**config.mk**
```make
export PLATFORM = sky130hd
export DESIGN_NAME = tick_gen_multi_flat
export DESIGN_NICKNAME = d
export VERILOG_FILES = /design/src/rtl/tick_gen_multi_if.sv /design/src/rtl/tick_gen_multi.sv /design/src/flat_wrapper.sv
export SDC_FILE = /design/constraint.sdc
export NUM_CORES = 1
export LEC_CHECK = 0
export BUFFER_PORTS_ARGS = -buffer_cell sky130_fd_sc_hd__buf_2
export CORE_MARGIN = 2
export CORE_UTILIZATION = 55
export CTS_CLUSTER_DIAMETER = 60
export DETAILED_ROUTE_END_ITERATION = 10
export PLACE_DENSITY = 0.78
export SETUP_SLACK_MARGIN = 0.2
export SYNTH_ARGS = -nofsm -noshare
export SYNTH_HDL_FRONTEND = slang
export SYNTH_SLANG_ARGS = --single-unit
```
**constraint.sdc**
```tcl
create_clock -name clk -period 6.5 [get_ports clk]
set_clock_uncertainty 0.05 [all_clocks]
set_input_delay 0.975 -clock clk [delete_from_list [all_inputs] [get_ports clk]]
set_output_delay 0.975 -clock clk [all_outputs]
set_load 0.01 [all_outputs]
```
**src/rtl/tick_gen_multi_if.sv**
```systemverilog
// Configuration bus for tick_gen_multi: period/mode load strobe with target channel.
// The master drives a single-cycle write; the slave (tick generator) samples it on clk.
interface tick_gen_multi_if #(
   parameter int unsigned N_CH  = 3,
   parameter int unsigned CNT_W = 26
);
   localparam int unsigned ChW = (N_CH > 1) ? $clog2(N_CH) : 1;

   logic             cfg_we;
   logic [ChW-1:0]   cfg_ch;
   logic [CNT_W-1:0] cfg_period;
   logic             cfg_oneshot;

   modport master (
      output cfg_we,
      output cfg_ch,
      output cfg_period,
      output cfg_oneshot
   );

   modport slave (
      input cfg_we,
      input cfg_ch,
      input cfg_period,
      input cfg_oneshot
   );
endinterface

```
**src/rtl/tick_gen_multi.sv**
```systemverilog
// N-channel tick generator: each channel strobes tick[i] for one clk every max(period,1) clocks.
// Define TICK_GEN_ONESHOT_EN to add per-channel one-shot mode with armed flags.
module tick_gen_multi #(
   parameter int unsigned            N_CH        = 3,
   parameter int unsigned            CNT_W       = 26,
   parameter logic [N_CH*CNT_W-1:0]  DEF_PERIODS = {26'd50_000_000, 26'd2_500_000, 26'd50_000}
) (
   input  logic                 clk,
   input  logic                 rst,
   input  logic [N_CH-1:0]      ch_en,
   input  logic                 sync_clr,
   tick_gen_multi_if.slave      cfg,
   output logic [N_CH-1:0]      tick,
   output logic [N_CH-1:0]      armed
);

   localparam int unsigned ChW = (N_CH > 1) ? $clog2(N_CH) : 1;

   logic [N_CH-1:0][CNT_W-1:0] cnt_q, cnt_d;
   logic [N_CH-1:0][CNT_W-1:0] period_q, period_d;
   logic [N_CH-1:0][CNT_W-1:0] last_cnt;
   logic [N_CH-1:0]            tick_q, tick_d;
   logic [N_CH-1:0]            cfg_hit;
   logic [N_CH-1:0]            term;
   logic [N_CH-1:0]            run;

   // Channel decode and terminal-count detection; period 0 behaves like 1.
   always_comb begin
      cfg_hit  = '0;
      last_cnt = '0;
      term     = '0;
      for (int i = 0; i < N_CH; i++) begin
         cfg_hit[i]  = cfg.cfg_we && (cfg.cfg_ch == ChW'(i));
         last_cnt[i] = (period_q[i] == '0) ? '0 : period_q[i] - CNT_W'(1);
         term[i]     = cnt_q[i] >= last_cnt[i];
      end
   end

`ifdef TICK_GEN_ONESHOT_EN
   logic [N_CH-1:0] mode_q, mode_d;
   logic [N_CH-1:0] armed_q, armed_d;

   // A one-shot channel only counts while armed; a periodic one whenever enabled.
   always_comb begin
      run = '0;
      for (int i = 0; i < N_CH; i++) begin
         run[i] = ch_en[i] && (!mode_q[i] || armed_q[i]);
      end
   end

   always_comb begin
      mode_d  = mode_q;
      armed_d = armed_q;
      for (int i = 0; i < N_CH; i++) begin
         if (cfg_hit[i]) begin
            mode_d[i]  = cfg.cfg_oneshot;
            armed_d[i] = cfg.cfg_oneshot;
         end else if (!sync_clr && run[i] && term[i] && mode_q[i]) begin
            armed_d[i] = 1'b0;
         end
      end
   end

   always_ff @(posedge clk or posedge rst) begin
      if (rst) begin
         mode_q  <= '0;
         armed_q <= '0;
      end else begin
         mode_q  <= mode_d;
         armed_q <= armed_d;
      end
   end

   assign armed = armed_q;
`else
   logic unused_cfg_oneshot;

   assign unused_cfg_oneshot = cfg.cfg_oneshot;
   assign run                = ch_en;
   assign armed              = '0;
`endif

   // Clear sources share one priority slot for the counter; the period write is independent.
   always_comb begin
      cnt_d    = cnt_q;
      period_d = period_q;
      tick_d   = '0;
      for (int i = 0; i < N_CH; i++) begin
         if (cfg_hit[i]) begin
            period_d[i] = cfg.cfg_period;
         end
         if (sync_clr || cfg_hit[i] || !run[i]) begin
            cnt_d[i] = '0;
         end else if (term[i]) begin
            cnt_d[i]  = '0;
            tick_d[i] = 1'b1;
         end else begin
            cnt_d[i] = cnt_q[i] + CNT_W'(1);
         end
      end
   end

   always_ff @(posedge clk or posedge rst) begin
      if (rst) begin
         cnt_q    <= '0;
         period_q <= DEF_PERIODS;
         tick_q   <= '0;
      end else begin
         cnt_q    <= cnt_d;
         period_q <= period_d;
         tick_q   <= tick_d;
      end
   end

   assign tick = tick_q;

   for (genvar g = 0; g < N_CH; g++) begin : g_chk
      a_cnt_bound : assert property (@(posedge clk) disable iff (rst) cnt_q[g] <= last_cnt[g]);
   end

endmodule

```
**src/flat_wrapper.sv**
```systemverilog
// flat-port wrapper written by rule: the top's interface ports become plain ports
module tick_gen_multi_flat 
#(
   parameter int unsigned            N_CH        = 3,
   parameter int unsigned            CNT_W       = 26,
   parameter logic [N_CH*CNT_W-1:0]  DEF_PERIODS = {26'd50_000_000, 26'd2_500_000, 26'd50_000}
)
  (clk, rst, ch_en, sync_clr, tick, armed, cfg_cfg_we, cfg_cfg_ch, cfg_cfg_period, cfg_cfg_oneshot);
  tick_gen_multi_if #(.N_CH(N_CH), .CNT_W(CNT_W)) cfg_i ();
  input  logic clk;
  input  logic rst;
  input  logic [N_CH-1:0] ch_en;
  input  logic sync_clr;
  output logic [N_CH-1:0] tick;
  output logic [N_CH-1:0] armed;
  input wire logic [$bits(cfg_i.cfg_we)-1:0] cfg_cfg_we;
  input wire logic [$bits(cfg_i.cfg_ch)-1:0] cfg_cfg_ch;
  input wire logic [$bits(cfg_i.cfg_period)-1:0] cfg_cfg_period;
  input wire logic [$bits(cfg_i.cfg_oneshot)-1:0] cfg_cfg_oneshot;
  assign cfg_i.cfg_we = cfg_cfg_we;
  assign cfg_i.cfg_ch = cfg_cfg_ch;
  assign cfg_i.cfg_period = cfg_cfg_period;
  assign cfg_i.cfg_oneshot = cfg_cfg_oneshot;
  tick_gen_multi #(.N_CH(N_CH), .CNT_W(CNT_W), .DEF_PERIODS(DEF_PERIODS)) u_core (.clk(clk), .rst(rst), .ch_en(ch_en), .sync_clr(sync_clr), .cfg(cfg_i), .tick(tick), .armed(armed));
endmodule
```
==> results.py, run 1 <==
metrics = {
    "status": {
        "status": "finished, final reports clean",
    },
    "logic_synthesis": {
        "yosysWarnings": 0,
        "yosysUniqueCellTypes": 56,
        "yosysSeqAreaShare": 0.387,
        "synth_area_leaders": "dfrtp_1 (32%), ha_1 (10%), mux2_2 (8.3%), dfstp_2 (6.6%), xnor2_1 (6.4%)",
        "ys_async_sr_fraction": 1.00,
        "yosysMostFrequentCell": "dfrtp_1",
        "avgSynthCellArea_um2": 9.71,
        "ys_ff_latch": 159,
        "synthCells": 1068,
        "yosys.area.top_type": "dfrtp_1",
        "synth_commonest_cells": "dfrtp_1 (133), nand2_1 (112), ha_1 (84), nor3_1 (84)",
        "synthFlopType": "dfrtp_1",
        "synth_area_mm2": 0.0104,
        "synth_top_area_frac": 0.321,
        "synth_edf_count": 0,
    },
    "clocking": {
        "clock_path_buffers": 2,
        "cts_resized": 0,
        "htree_levels": 4,
        "cts-root-buf": "clkbuf_16",
        "cts_made_buffers": 17,
        "clk_pin_slew_ps": 60,
        "cts.sinks": 159,
        "clock_latency_ps": 430,
        "cts_tree": "yes",
        "post_cts_buffers": 0,
        "hold_buffers": 0,
    },
    "hold_path": {
        "hp-class": "register to register",
    },
    "setup_path": {
        "setup.worst_path.class": "register to register",
        "cp.arrival_ps": 5150,
        "cp_max_fo": 26,
        "end_kind": "register",
        "required_ps": 6770,
        "crit_path_start_kind": "register",
    },
    "timing": {
        "finalCriticalPeriod_ps": 4880,
        "tns_ps": 0,
        "hold_violations": 0,
        "maxSlewViolCount": 0,
        "max_slew_margin": 0.202,
        "fmax_ghz": 0.205,
        "rsz0062_at_grt": "no",
        "period_share": 0.750,
        "setup_violations": 0,
        "worstMarginPinSlew_ps": 1190,
    },
    "power": {
        "p_per_area_mw_per_mm2": 237,
        "p_leak_nw": 4.84,
        "vdd_drop_max_v": 0.000229,
    },
    "die": {
        "num_rows": 50,
        "ios": 42,
        "core_area_mm2": 0.0186,
        "die_h_um": 141,
        "start_util": 0.558,
        "die_w_um": 141,
        "dieArea_mm2": 0.0200,
    },
    "cells_and_area": {
        "final_net_count": 1213,
        "regArea_mm2": 0.00401,
        "multi_input_area_mm2": 0.00608,
        "nFillCells": 1534,
        "layout.cells.non_filler": 1342,
        "drive_above_1_share": 0.184,
        "area_delta_synth_final_pct": 9.46,
    },
    "global_route": {
        "grtUsageMet2": 0.391,
        "track_usage": 0.234,
        "met1_usage": 0.313,
        "grt_pass1_vias": 7885,
        "grt_start_max_net_pins": 110,
        "grt_pass1_wl_um": 37900,
        "grt_use_met3": 0.0486,
        "antenna_found_initial": 2,
        "globalRouteOverflowTotal": 0,
        "top_usage_layer": "met2",
    },
    "drt": {
        "drt-initial-drc-count": 488,
        "route.detailed.drc": 0,
        "wl_per_cell_um": 16.6,
        "via_per_inst": 6.00,
        "drtAntennaViolNets": 0,
        "first_pass_iters": 4,
        "totalWireLength_um": 22200,
        "vias": 8052,
    },
    "run": {
        "cap_violations": 0,
    },
    "placement": {
        "io_buffers": 37,
        "place.gp.congestion": 0.802,
        "hpwl_um": 16000,
        "post-place-cells": 1308,
    },
}
per-stage QoR:
stage | cell area [um2] | utilization | setup WS [ps] | hold slack, ps | power (mW)
after floorplan | 10400 | - | 1230 | 408 | 1.60
after global placement | 10800 | 0.579 | 1810 | 442 | 1.71
after detailed placement | 10800 | 0.579 | 1700 | 444 | 1.74
after CTS | 11300 | 0.611 | 1650 | 454 | 2.72
after global routing | 11300 | 0.611 | 1240 | 480 | 2.85
final | 11300 | 0.611 | 1620 | 447 | 2.69
registers in the layout, summed over array words and instances, names as in the netlist:
name / count
u_core.tick: 3
u_core.cnt_q: 78
u_core.period_q: 78
worst paths after layout:
kind	from	end	slack (ps)	cells past startpoint
worst max-delay path	u_core.period_q[26]$_DFFE_PP0P_	u_core.cnt_q[50]$_DFF_PP0_	1620	13
worst min-delay path	u_core.cnt_q[26]$_DFF_PP0_	u_core.cnt_q[26]$_DFF_PP0_	450	1
worst max register to register	u_core.period_q[26]$_DFFE_PP0P_	u_core.cnt_q[50]$_DFF_PP0_	1620	13
worst min register to register	u_core.cnt_q[26]$_DFF_PP0_	u_core.cnt_q[26]$_DFF_PP0_	450	1
max in group asynchronous	rst	u_core.cnt_q[45]$_DFF_PP0_	4530	3
min in group asynchronous	rst	u_core.cnt_q[53]$_DFF_PP0_	670	2
cells in the final DEF (no fill, tap or decap), types with 4 or more instances in the layout:
| cell | Yosys | final |
|---|---|---|
| nand4_1 | 32 | 32 |
| mux2_2 | 76 | 76 |
| nand2_1 | 112 | 112 |
| xnor2_1 | 76 | 76 |
| nand3b_1 | 7 | 7 |
| xor2_1 | 56 | 56 |
| buf_2 | 0 | 37 |
| nor3_1 | 84 | 84 |
| nor4_1 | 49 | 49 |
| mux2i_1 | 5 | 5 |
| or3_1 | 8 | 8 |
| o21ai_0 | 15 | 15 |
| and2_1 | 4 | 4 |
| clkbuf_16 | 0 | 17 |
| nand2b_1 | 9 | 9 |
| a21oi_1 | 30 | 30 |
| or4_1 | 14 | 14 |
| ha_1 | 84 | 84 |
| nor3b_1 | 8 | 6 |
| nand3_1 | 44 | 44 |
| and3_1 | 11 | 11 |
| dfrtp_1 | 133 | 133 |
| nand2_2 | 5 | 5 |
| inv_6 | 0 | 4 |
| nor2_1 | 51 | 51 |
| dfstp_2 | 26 | 26 |
| a211oi_1 | 7 | 7 |
| and4_1 | 7 | 7 |
| buf_4 | 3 | 12 |
| nand4b_1 | 5 | 5 |
| a21o_1 | 6 | 6 |
| inv_1 | 23 | 22 |
final cells by class:
cell class / instances / area share
antenna: 2 / 0.000441
clock buffer: 18 / 0.0387
clock inverter: 14 / 0.0132
inverter: 23 / 0.00805
multi-input combinational: 843 / 0.536
sequential: 159 / 0.353
tap: 234 / 0.0258
timing repair buffer: 49 / 0.0243
routing by layer:
layer,part of all wire,wire length [um]
met5,0,0
met1,0.45,10000
met2,0.50,11000
met3,0.044,979
met4,0.010,229
power by group:
group / total (mW) / internal [mW] / switching, mW
Clock: 0.974 / 0.520 / 0.454
Combinational: 0.482 / 0.242 / 0.240
Sequential: 1.24 / 1.11 / 0.129
cells by family (layout without fill, tap and decap cells):
logic type	count (synthesis)	in the layout	synth area share
XOR/XNOR	132	132	0.112
multiplexers	81	81	0.0874
AND/OR/NAND/NOR	465	465	0.237
flip-flops	159	159	0.387
buffers and inverters	68	104	0.0286
other	1	5	0.000362
AO/OA/AOI/OAI	78	78	0.0473
adder cells (fa/ha/maj)	84	84	0.101
critical path: stages, from the launching register on:
cell       delay, ps
dfrtp_1          410
inv_1             90
ha_1             200
or4b_2           690
nor4_4           410
nand2_1          150
or3_1            670
nand2_1          160
ha_1             250
a21o_1           180
a221o_1          320
a2bb2oi_1        200
nand2_1          550
nor3_1           420
Power figures use the tool's default switching activity.
==> run 2, diff against run 1 <==
- clock period: 6.5 -> 5.05 ns (I/O delays scaled with it)
==> run 2 against run 1 <==
Against the previous run: flip-flop and latch count unchanged; sequential power rose by 29%; wire length increased by 1.9%; power grew 31%; clock-buffer cell count rose by 1; setup slack worse by 1100 ps; register-to-register slack got worse by 1100 ps; combinational power grew 31%; die area is the same; global-route usage up 0.36 points; critical path type unchanged; largest cell class unchanged; largest power group unchanged.
==> results.py, run 2 (same netlist as run 1, synthesis figures left out) <==
metrics = {
    "placement": {
        "preCtsSetupSlack_ps": 492,
        "place.gp.congestion": 0.816,
        "hpwl_um": 16400,
        "postPlaceCellArea_mm2": 0.0108,
        "io_buffers": 37,
    },
    "cells_and_area": {
        "final_net_count": 1218,
        "final_common_cell": "dfrtp_1",
        "drive_above_1_share": 0.185,
        "final_cell_mix": "dfrtp_1 (133), nand2_1 (112), nor3_1 (84), ha_1 (84)",
        "final_area_mm2": 0.0114,
        "area_delta_synth_final_pct": 9.86,
        "nFillCells": 1513,
        "antennaDiodeCount": 0,
    },
    "setup_path": {
        "end_kind": "register",
        "worst-path-buf-inv": 2,
        "required_ps": 5310,
        "cpPeakStageDelay_ps": 580,
        "cpMaxStageDelayCell": "or4_4",
        "crit_path_start_kind": "register",
        "cp_max_fo": 21,
        "cp.arrival_ps": 4790,
        "setup.worst_path.class": "register to register",
        "crit_chain": "or4_4, or4_4, or3_4, or3_1, buf_4, nand2_1, ha_1, nand4_1, nor4_1, nor3b_2, buf_4, nor3_1",
        "cp_top_family": "simple AND/OR/NAND/NOR gates",
    },
    "timing": {
        "finalCriticalPeriod_ps": 4530,
        "hold_violations": 0,
        "fmax_ghz": 0.221,
        "tns_ps": 0,
        "worstMarginPinSlew_ps": 1180,
        "maxSlewViolCount": 0,
        "max_slew_margin": 0.214,
        "period_share": 0.897,
        "setup_ws_ps": 519,
        "setup_violations": 0,
        "rsz0062_at_grt": "no",
    },
    "power": {
        "vdd_drop_max_v": 0.000255,
        "clkPwrFrac": 0.367,
        "p_seq_frac": 0.453,
        "p_comb_frac": 0.179,
        "switching_share": 0.296,
        "switching_power_mw": 1.04,
        "p_leak_nw": 4.87,
        "fin_total_pwr_mw": 3.52,
        "p_per_area_mw_per_mm2": 309,
        "internal-power_mw": 2.48,
    },
    "die": {
        "start_util": 0.558,
        "core_area_mm2": 0.0186,
        "num_rows": 50,
        "die_h_um": 141,
        "die_w_um": 141,
        "dieArea_mm2": 0.0200,
        "ios": 42,
    },
    "global_route": {
        "globalRouteOverflowTotal": 0,
        "antenna_found_initial": 0,
        "grt_pass1_vias": 7780,
        "grt_pass1_wl_um": 38200,
        "track_usage": 0.237,
        "grt_start_max_net_pins": 160,
    },
    "status": {
        "status": "finished, final reports clean",
    },
    "clocking": {
        "clock_latency_ps": 430,
        "clk_pin_slew_ps": 70,
        "clock_path_buffers": 2,
        "cts_tree": "yes",
        "htree_levels": 4,
        "cts.sinks": 159,
        "cts-root-buf": "clkbuf_16",
        "post_cts_buffers": 0,
        "cts_made_buffers": 17,
    },
    "drt": {
        "drtAntennaViolNets": 0,
        "route.detailed.drc": 0,
        "wl_per_cell_um": 16.9,
        "vias": 8008,
        "drt-initial-drc-count": 412,
        "first_pass_iters": 5,
        "via_per_inst": 5.95,
        "totalWireLength_um": 22700,
    },
    "hold_path": {
        "hp-class": "register to register",
    },
    "run": {
        "cap_violations": 0,
    },
}
run 2: cell count changes in the layout (fill, tap and decap cells not counted), sizes merged:
cell      previous run  this run
clkinv               6         3
diode                2         0
buf                 49        54
clkbuf              18        19
clkinvlp             2         3
bufinv               0         2
inv                 29        28
run 2: stage by stage:
step                      instances  hold WS [ps]   util
after global routing           1345           462  0.613
after floorplan                1070           408      -
after CTS                      1345           453  0.613
after detailed placement       1313           446  0.581
after global placement         1313           442  0.581
final                          1345           447  0.613
run 2: power by group through the flow:
| stage | sequential (mW) | combinational, mW | clock, mW |
|---|---|---|---|
| 2_1_floorplan | 1.56 | 0.507 | 0 |
| 3_3_place_gp | 1.60 | 0.599 | 0 |
| 3_5_place_dp | 1.61 | 0.628 | 0 |
| 4_1_cts | 1.59 | 0.637 | 1.31 |
| 5_1_grt | 1.61 | 0.717 | 1.37 |
| 6_report | 1.60 | 0.632 | 1.29 |
run 2: area by class of cell:
cell class | count | area (um2) | area share
sequential | 159 | 4010 | 0.352
inverter | 23 | 90.1 | 0.00791
timing repair buffer | 54 | 325 | 0.0286
tap | 234 | 293 | 0.0257
clock buffer | 19 | 433 | 0.0380
multi-input combinational | 843 | 6080 | 0.534
clock inverter | 13 | 153 | 0.0134
run 2: routing by layer:
metal	up-vias	global-route usage	wire, um
met4	0	0.0695	334
met1	3940	0.325	10700
met5	-	0	0
met2	124	0.395	11100
li1	3917	-	-
met3	27	0.0351	551
run 2: repair_timing:
item | 4_1_cts | 5_1_grt
hold endpoints to repair | 0 | 0
endpoints found under the setup margin | 0 | 2
hold buffers | 0 | 0
resized for setup | 0 | 1
run 2: final timing paths:
check / from / end / slack (ps) / cells after the start
min in group asynchronous: rst / u_core.cnt_q[54]$_DFF_PP0_ / 510 / 3
worst min-delay path: u_core.cnt_q[26]$_DFF_PP0_ / u_core.cnt_q[26]$_DFF_PP0_ / 450 / 1
worst max-delay path: u_core.period_q[10]$_DFFE_PP0P_ / u_core.cnt_q[10]$_DFF_PP0_ / 520 / 12
worst min register to register: u_core.cnt_q[26]$_DFF_PP0_ / u_core.cnt_q[26]$_DFF_PP0_ / 450 / 1
max in group asynchronous: rst / u_core.period_q[26]$_DFFE_PP0P_ / 3790 / 3
worst max register to register: u_core.period_q[10]$_DFFE_PP0P_ / u_core.cnt_q[10]$_DFF_PP0_ / 520 / 12
